## src/rtl/fetch_sequencer.sv

```systemverilog
// Multi-cycle fetch/sequence controller: fetches from a fixed-latency BRAM port,
// holds the instruction, hands it to the datapath and steps the PC on completion.
module fetch_sequencer #(
   parameter int unsigned            ADDR_W   = 16,
   parameter int unsigned            INSTR_W  = 16,
   parameter int unsigned            DISP_W   = 8,
   parameter int unsigned            MEM_LAT  = 1,
   parameter logic [ADDR_W-1:0]      RESET_PC = '0
) (
   input  logic                clk,
   input  logic                reset,
   output logic                mem_en,
   output logic [ADDR_W-1:0]   mem_addr,
   input  logic [INSTR_W-1:0]  mem_rdata,
   output logic [INSTR_W-1:0]  instr,
   output logic                instr_valid,
   input  logic                exec_done,
   input  logic                stall,
   input  logic                br_take,
   input  logic [DISP_W-1:0]   br_disp,
   input  logic                jmp_take,
   input  logic [ADDR_W-1:0]   jmp_addr,
   input  logic                halt_req,
   input  logic                resume,
   output logic                halted,
   output logic [ADDR_W-1:0]   pc,
   output logic [15:0]         retired,
   output logic [2:0]          state
);

   localparam int unsigned LAT_W = 3;
   localparam int unsigned RET_W = 16;

   typedef enum logic [2:0] {
      ST_FETCH  = 3'd0,
      ST_WAIT   = 3'd1,
      ST_DECODE = 3'd2,
      ST_EXEC   = 3'd3,
      ST_HALT   = 3'd4
   } state_e;

   state_e              state_q, state_d;
   logic [ADDR_W-1:0]   pc_q, pc_d;
   logic [INSTR_W-1:0]  instr_q, instr_d;
   logic [RET_W-1:0]    retired_q, retired_d;
   logic [LAT_W-1:0]    lat_q, lat_d;

   logic                done_c;
   logic [ADDR_W-1:0]   disp_ext_c;
   logic [ADDR_W-1:0]   pc_next_c;

   // Completion target: jump beats branch beats sequential step, all modulo 2^ADDR_W.
   always_comb begin
      done_c     = exec_done && !stall;
      disp_ext_c = ADDR_W'($signed(br_disp));
      if (jmp_take) begin
         pc_next_c = jmp_addr;
      end else if (br_take) begin
         pc_next_c = pc_q + disp_ext_c;
      end else begin
         pc_next_c = pc_q + ADDR_W'(1);
      end
   end

   always_ff @(posedge clk) begin
      if (reset) begin
         state_q   <= ST_FETCH;
         pc_q      <= RESET_PC;
         instr_q   <= '0;
         retired_q <= '0;
         lat_q     <= '0;
      end else begin
         state_q   <= state_d;
         pc_q      <= pc_d;
         instr_q   <= instr_d;
         retired_q <= retired_d;
         lat_q     <= lat_d;
      end
   end

   always_comb begin
      state_d   = state_q;
      pc_d      = pc_q;
      instr_d   = instr_q;
      retired_d = retired_q;
      lat_d     = lat_q;
      case (state_q)
         ST_FETCH: begin
            lat_d   = LAT_W'(MEM_LAT);
            state_d = ST_WAIT;
         end
         ST_WAIT: begin
            // Read data is valid on the last WAIT cycle; capture it at that edge.
            if (lat_q <= LAT_W'(1)) begin
               instr_d = mem_rdata;
               lat_d   = '0;
               state_d = ST_DECODE;
            end else begin
               lat_d = lat_q - LAT_W'(1);
            end
         end
         ST_DECODE: begin
            state_d = ST_EXEC;
         end
         ST_EXEC: begin
            if (done_c) begin
               pc_d      = pc_next_c;
               retired_d = retired_q + RET_W'(1);
               state_d   = halt_req ? ST_HALT : ST_FETCH;
            end
         end
         ST_HALT: begin
            if (resume) begin
               state_d = ST_FETCH;
            end
         end
         default: begin
            state_d = ST_FETCH;
         end
      endcase
   end

   // Strobes are state decodes, forced low while reset is held.
   always_comb begin
      mem_en      = (state_q == ST_FETCH)  && !reset;
      instr_valid = (state_q == ST_DECODE) && !reset;
      halted      = (state_q == ST_HALT)   && !reset;
      mem_addr    = pc_q;
      instr       = instr_q;
      pc          = pc_q;
      retired     = retired_q;
      state       = state_q;
   end

endmodule

```

## config.mk

```make
export PLATFORM = sky130hd
export DESIGN_NAME = fetch_sequencer
export DESIGN_NICKNAME = d
export VERILOG_FILES = /design/src/rtl/fetch_sequencer.sv
export SDC_FILE = /design/constraint.sdc
export NUM_CORES = 1
export LEC_CHECK = 0
export ABC_AREA = 1
export CORE_UTILIZATION = 46
export CTS_CLUSTER_DIAMETER = 80
export DETAILED_ROUTE_END_ITERATION = 10
export GPL_TIMING_DRIVEN = 0
export PLACE_DENSITY = 0.78
export SYNTH_ARGS = -nofsm -noshare
export SYNTH_HDL_FRONTEND = slang
export SYNTH_SLANG_ARGS = --single-unit
```

## constraint.sdc

```tcl
create_clock -name clk -period 2.8 [get_ports clk]
set_input_delay 0.56 -clock clk [delete_from_list [all_inputs] [get_ports clk]]
set_output_delay 0.56 -clock clk [all_outputs]
set_load 0.1 [all_outputs]
```

## After elaboration in Yosys (flattened, before gate mapping)

Index checks and enable logic that the tools add are counted.
Widths: inputs -> output; s select.

| storage, ports and cells | value |
|---|---|
| bits in registers | 54 |
| bits of input ports | 48 |
| output and inout bits | 70 |
| logic and storage cells | 37 |

| operators by class | value |
|---|---|
| $add $sub $neg | 4 |
| magnitude comparators | 1 |
| eq/ne operators | 7 |
| mux-type cells | 9 |
| reduce and logical (&&, ||, !) cells | 11 |

Operators by type and width:

| kind | number |
|---|---|
| $add 16x1->16 const B | 2 |
| $mux 16 | 2 |
| $add 16x16->16 | 1 |
| $mux 3 | 5 |
| $pmux 3 s5 | 1 |
| $eq 3x2->1 const B | 2 |
| $ne 2x2->1 const B | 3 |
| $pmux 3 s2 | 1 |
| $logic_and 1x1->1 | 4 |
| $reduce_and 2->1 | 2 |
| $eq 3x1->1 const B | 1 |
| $eq 3x3->1 const B | 1 |
| $le 3x1->1 const B | 1 |
| $logic_not 3->1 | 1 |
| $reduce_and 3->1 | 1 |
| $sub 3x1->3 const B | 1 |
| $logic_not 1->1 | 2 |
| $reduce_bool 2->1 | 1 |

## Logic depth before layout (Yosys ltp)

Gate-level depths: netlist of run 1.

| logic depth | value |
|---|---|
| word-level depth | 4 |
| mapped depth | 17 |
| gate-level depth less buffers | 15 |

## Worst setup path after synthesis of run 1

Ideal clock, no wire load.

| timing | value |
|---|---|
| kind | reg2out |
| from | register state_q[2] (netlist: state[2]) |
| to | output port halted |
| data arrival time | 4.061 ns |
| data required time | 2.240 ns |
| path slack | -1.821 ns |
| cell stages (with the launch flop) | 3 |
| path buffers | 0 |
| cells stage by stage | dfxtp_1 inv_1 nor4_1 |

| on the way | value |
|---|---|
| cells in the longest elaborated chain, start to end | 2 |

RTL lines:

| element | line | RTL |
|---|---|---|
| from (decl) | 42 | `state_e state_q, state_d;` |
| from (signal assigned) | 73 | `state_q <= state_d;` |
| $eq 3x3->1 | 127 | `halted = (state_q == ST_HALT) && !reset;` |
| $logic_and 1x1->1 | 127 |  |
| to (decl) | 25 | `output logic halted,` |

Every way passes these cells.

## Final worst setup path of run 1

| timing | value |
|---|---|
| from | input port reset |
| to | output port instr_valid |

| on the way | value |
|---|---|
| cells in the longest elaborated chain, start to end | 2 |

RTL lines:

| element | line | RTL |
|---|---|---|
| from (decl) | 11 | `input logic reset,` |
| $logic_not 1->1 | 126 | `instr_valid = (state_q == ST_DECODE) && !reset;` |
| $logic_and 1x1->1 | 126 |  |
| to (decl) | 16 | `output logic instr_valid,` |

Every way passes these cells.

==> results of run 1 <==
per-layer routing:
metal	GRT usage (%)	up-vias	share of wire [%]
li1	-	1951	-
met1	31.3	1701	43
met2	43.6	135	47
met3	6.28	17	7.8
met4	8.65	0	1.9
met5	0	-	0
cells in the mapped netlist, types with 2 or more instances:
cell	number	area (µm²)
a211oi_1	3	22.5
a21oi_1	41	205
a21oi_2	4	35.0
a31oi_1	2	12.5
buf_2	5	25.0
buf_4	17	128
buf_6	2	22.5
clkbuf_1	6	22.5
dfxtp_1	54	1080
ha_1	10	125
inv_1	68	255
inv_2	2	7.51
nand2_1	108	405
nand2_2	10	62.6
nand2_4	5	56.3
nand3_1	36	180
nand4_1	9	56.3
nor2_1	72	270
nor2_2	4	25.0
nor3_1	5	25.0
nor4_1	4	25.0
o21a_1	2	15.0
o21ai_0	45	225
o21ai_1	4	20.0
o21bai_1	2	15.0
xnor2_1	3	26.3
xor2_1	5	43.8
critical path: stages:
cell and delay (ns):
clkdlybuf4s50_1 0.50, clkbuf_1 0.48, nor2_2 0.08, clkdlybuf4s15_2 0.49
cell families (layout without fill, tap and decap cells):
group,count (synthesis),in the layout
simple gates,255,255
compound gates,104,104
buf+inv,104,228
flops,54,54
fa+ha+maj,11,11
xor+xnor,8,8
flip-flops by register name, summed over array words and instances, names as in the netlist:
register  flops
instr        16
mem_addr     16
retired      16
lat_q         3
state         3
stage by stage:
stage               power (W)  cell area (µm²)  setup TNS, ns
floorplan             0.00223             3510         -0.111
global placement      0.00261             4790          -1.41
detailed placement    0.00264             4790          -1.49
CTS                   0.00309             4880              0
global route          0.00323             4890              0
finish                0.00308             4890              0
path summary, 6_finish.rpt:
path                                             endpoint  slack [ns]  cells past startpoint
worst min register to register    retired[4]$_SDFFE_PP0P_        0.49                      2
worst min-delay path              retired[4]$_SDFFE_PP0P_        0.49                      2
worst max-delay path                          instr_valid        0.12                      4
worst max register to register  mem_addr[12]$_SDFFE_PP0P_        0.84                     12
timing repair:
action | 4_1_cts | 5_1_grt
gates resized for setup | 9 | 2
endpoints found under the setup margin | 3 | 2
buffers inserted | 0 | 0
hold buffers | 0 | 0
power by group through the flow:
stage	Combinational, W	Clock, W	Sequential, W
2_1_floorplan	0.000517	0	0.00171
3_3_place_gp	0.00163	0	0.000983
3_5_place_dp	0.00165	0	0.000987
4_1_cts	0.00165	0.000469	0.000973
5_1_grt	0.00174	0.000499	0.000991
6_report	0.00165	0.000456	0.000974
layout make-up:
| cell class | count | area (µm²) |
|---|---|---|
| Inverter | 71 | 267 |
| Multi-Input combinational cell | 378 | 1930 |
| Fill cell | 691 | 2410 |
| Clock inverter | 3 | 18.8 |
| Tap cell | 99 | 124 |
| Timing Repair Buffer | 116 | 1160 |
| Buffer | 33 | 228 |
| Sequential cell | 54 | 1080 |
| Clock buffer | 5 | 68.8 |
==> run_results.csv, run 1 <==
group,metric,value,unit
outcome,run_status,"finished clean",
clock_tree,clk_latency,0.32,ns
layout,fin_util,67.0,%
pwr,seqPwrFrac,31.6,%
layout,drive_gt1_share,10.5,%
drt,ant_nets,0,
placement,place_inst,751,
synthesis,synthArstFlopShare,0,%
global_route,overflow,0,
clock_tree,clock-sinks,54,
pwr,p_per_area,630,nW/µm²
global_route,grt_pass1_wl,15600,µm
placement,routabilityCongestion,0.920,
synthesis,syn-num-nets,595,
floorplanning,initial_utilization,47.7,%
setup_path,cp.arrival,2.12,ns
synthesis,syn_inst,536,
layout,antenna_cells,0,
clock_tree,htree_levels,2,
layout,syn2layout_area_growth,40.6,%
setup_path,path_class,"primary input to output port",
placement,port_buffers,116,
floorplanning,core_area,7290,µm²
timing,fin_ws,0.124,ns
synthesis,synthMuxAreaShare,0,%
synthesis,synth-main-ff-cell,"dfxtp_1",
synthesis,synth_top_family_by_area,"simple AND/OR/NAND/NOR gates",
pwr,total_leakage_power,2.13,nW
synthesis,ys_ff_latch,54,
layout,final_common_cell,"clkdlybuf4s50_1",
global_route,grt_util_all_layers,25.5,%
clock_tree,clkTransAtPathRegs,0.11,ns
global_route,antenna_found_initial,0,
layout,stdcell_count,759,
timing,final_hold_viol_count,0,
drt,wl_per_cell,12.7,µm
placement,preCtsSetupSlack,-0.557,ns
timing,maxSlewViolCount,0,
drt,routed_wl,9650,µm
worst_hold_path,hold_start,"retired[4]$_SDFFE_PP0P_",
floorplanning,die_h,88.9,µm
pwr,p_comb_share,53.6,%
drt,via_per_inst,5.01,
synthesis,synth_area,3480,µm²
global_route,grt_start_max_net_pins,18,
floorplanning,rows,31,
synthesis,synth_cell_type_count,35,
synthesis,synth_xor_area_share,2.02,%
synthesis,synth_compound_area_share,16.1,%
synthesis,synth_seq_area_share,31.1,%
pwr,p_clk_share,14.8,%
layout,layout_common_cells,"clkdlybuf4s50_1 (113), nand2_1 (108), nor2_1 (71)",
synthesis,synthAdderAreaFrac,4.18,%
setup_path,worstSetupStartpoint,"reset",
clock_tree,cts_max_path_buffers,2,
timing,setup_violations,0,
pwr,p_sw_share,52.3,%
job,cap_violations,0,
timing,slew_headroom,33.4,%
layout,final_nets,718,
synthesis,synth_edf_count,0,
clock_tree,numCtsBuffers,5,
timing,fmax,374,MHz
drt,drc,0,
timing,max_slew.worst_pin.slew,0.996,ns
timing,rsz0062_at_grt,"no",
clock_tree,cts_tree,"built",
pwr,intPower,0.00147,W
drt,first_iter_violations,112,
floorplanning,dieArea,7910,µm²
timing,hold_slack,0.488,ns
timing,fin_crit,2.68,ns
drt,dr.pass1.iters,5,
setup_path,critPathRequiredTime,2.24,ns
clock_tree,cts_root_buffer,"clkbuf_8",
placement,hpwl,7450,µm
worst_hold_path,hp-class,"flip-flop to flip-flop",
floorplanning,io_pins,118,
setup_path,r2r-start,"mem_addr[0]$_SDFFE_PP0P_",
setup_path,worstPathMaxFanout,10,
setup_path,crit_path_start_kind,"primary input",
floorplanning,die_w,88.9,µm
drt,vias,3804,
timing,skew,0.0117,ns
pwr,irDropWorstVdd,0.658,mV
timing,fin_crit_sh,95.6,%
synthesis,ys_warn_count,0,
setup_path,critPathCaptureType,"output port",
pwr,switchingPower,0.00161,W
global_route,grt_pass1_vias,3440,
synthesis,synth_simple_gate_area_share,32.4,%
synthesis,syn_avg_cell_area,6.48,µm²
No activity file was read; power rests on OpenSTA's default activity.
==> run 2, diff against run 1 <==
- GPL_ROUTABILITY_DRIVEN: not set -> 1
==> results of run 2 <==
Same layout as run 1: the final DEF is identical, and so are final timing and power.
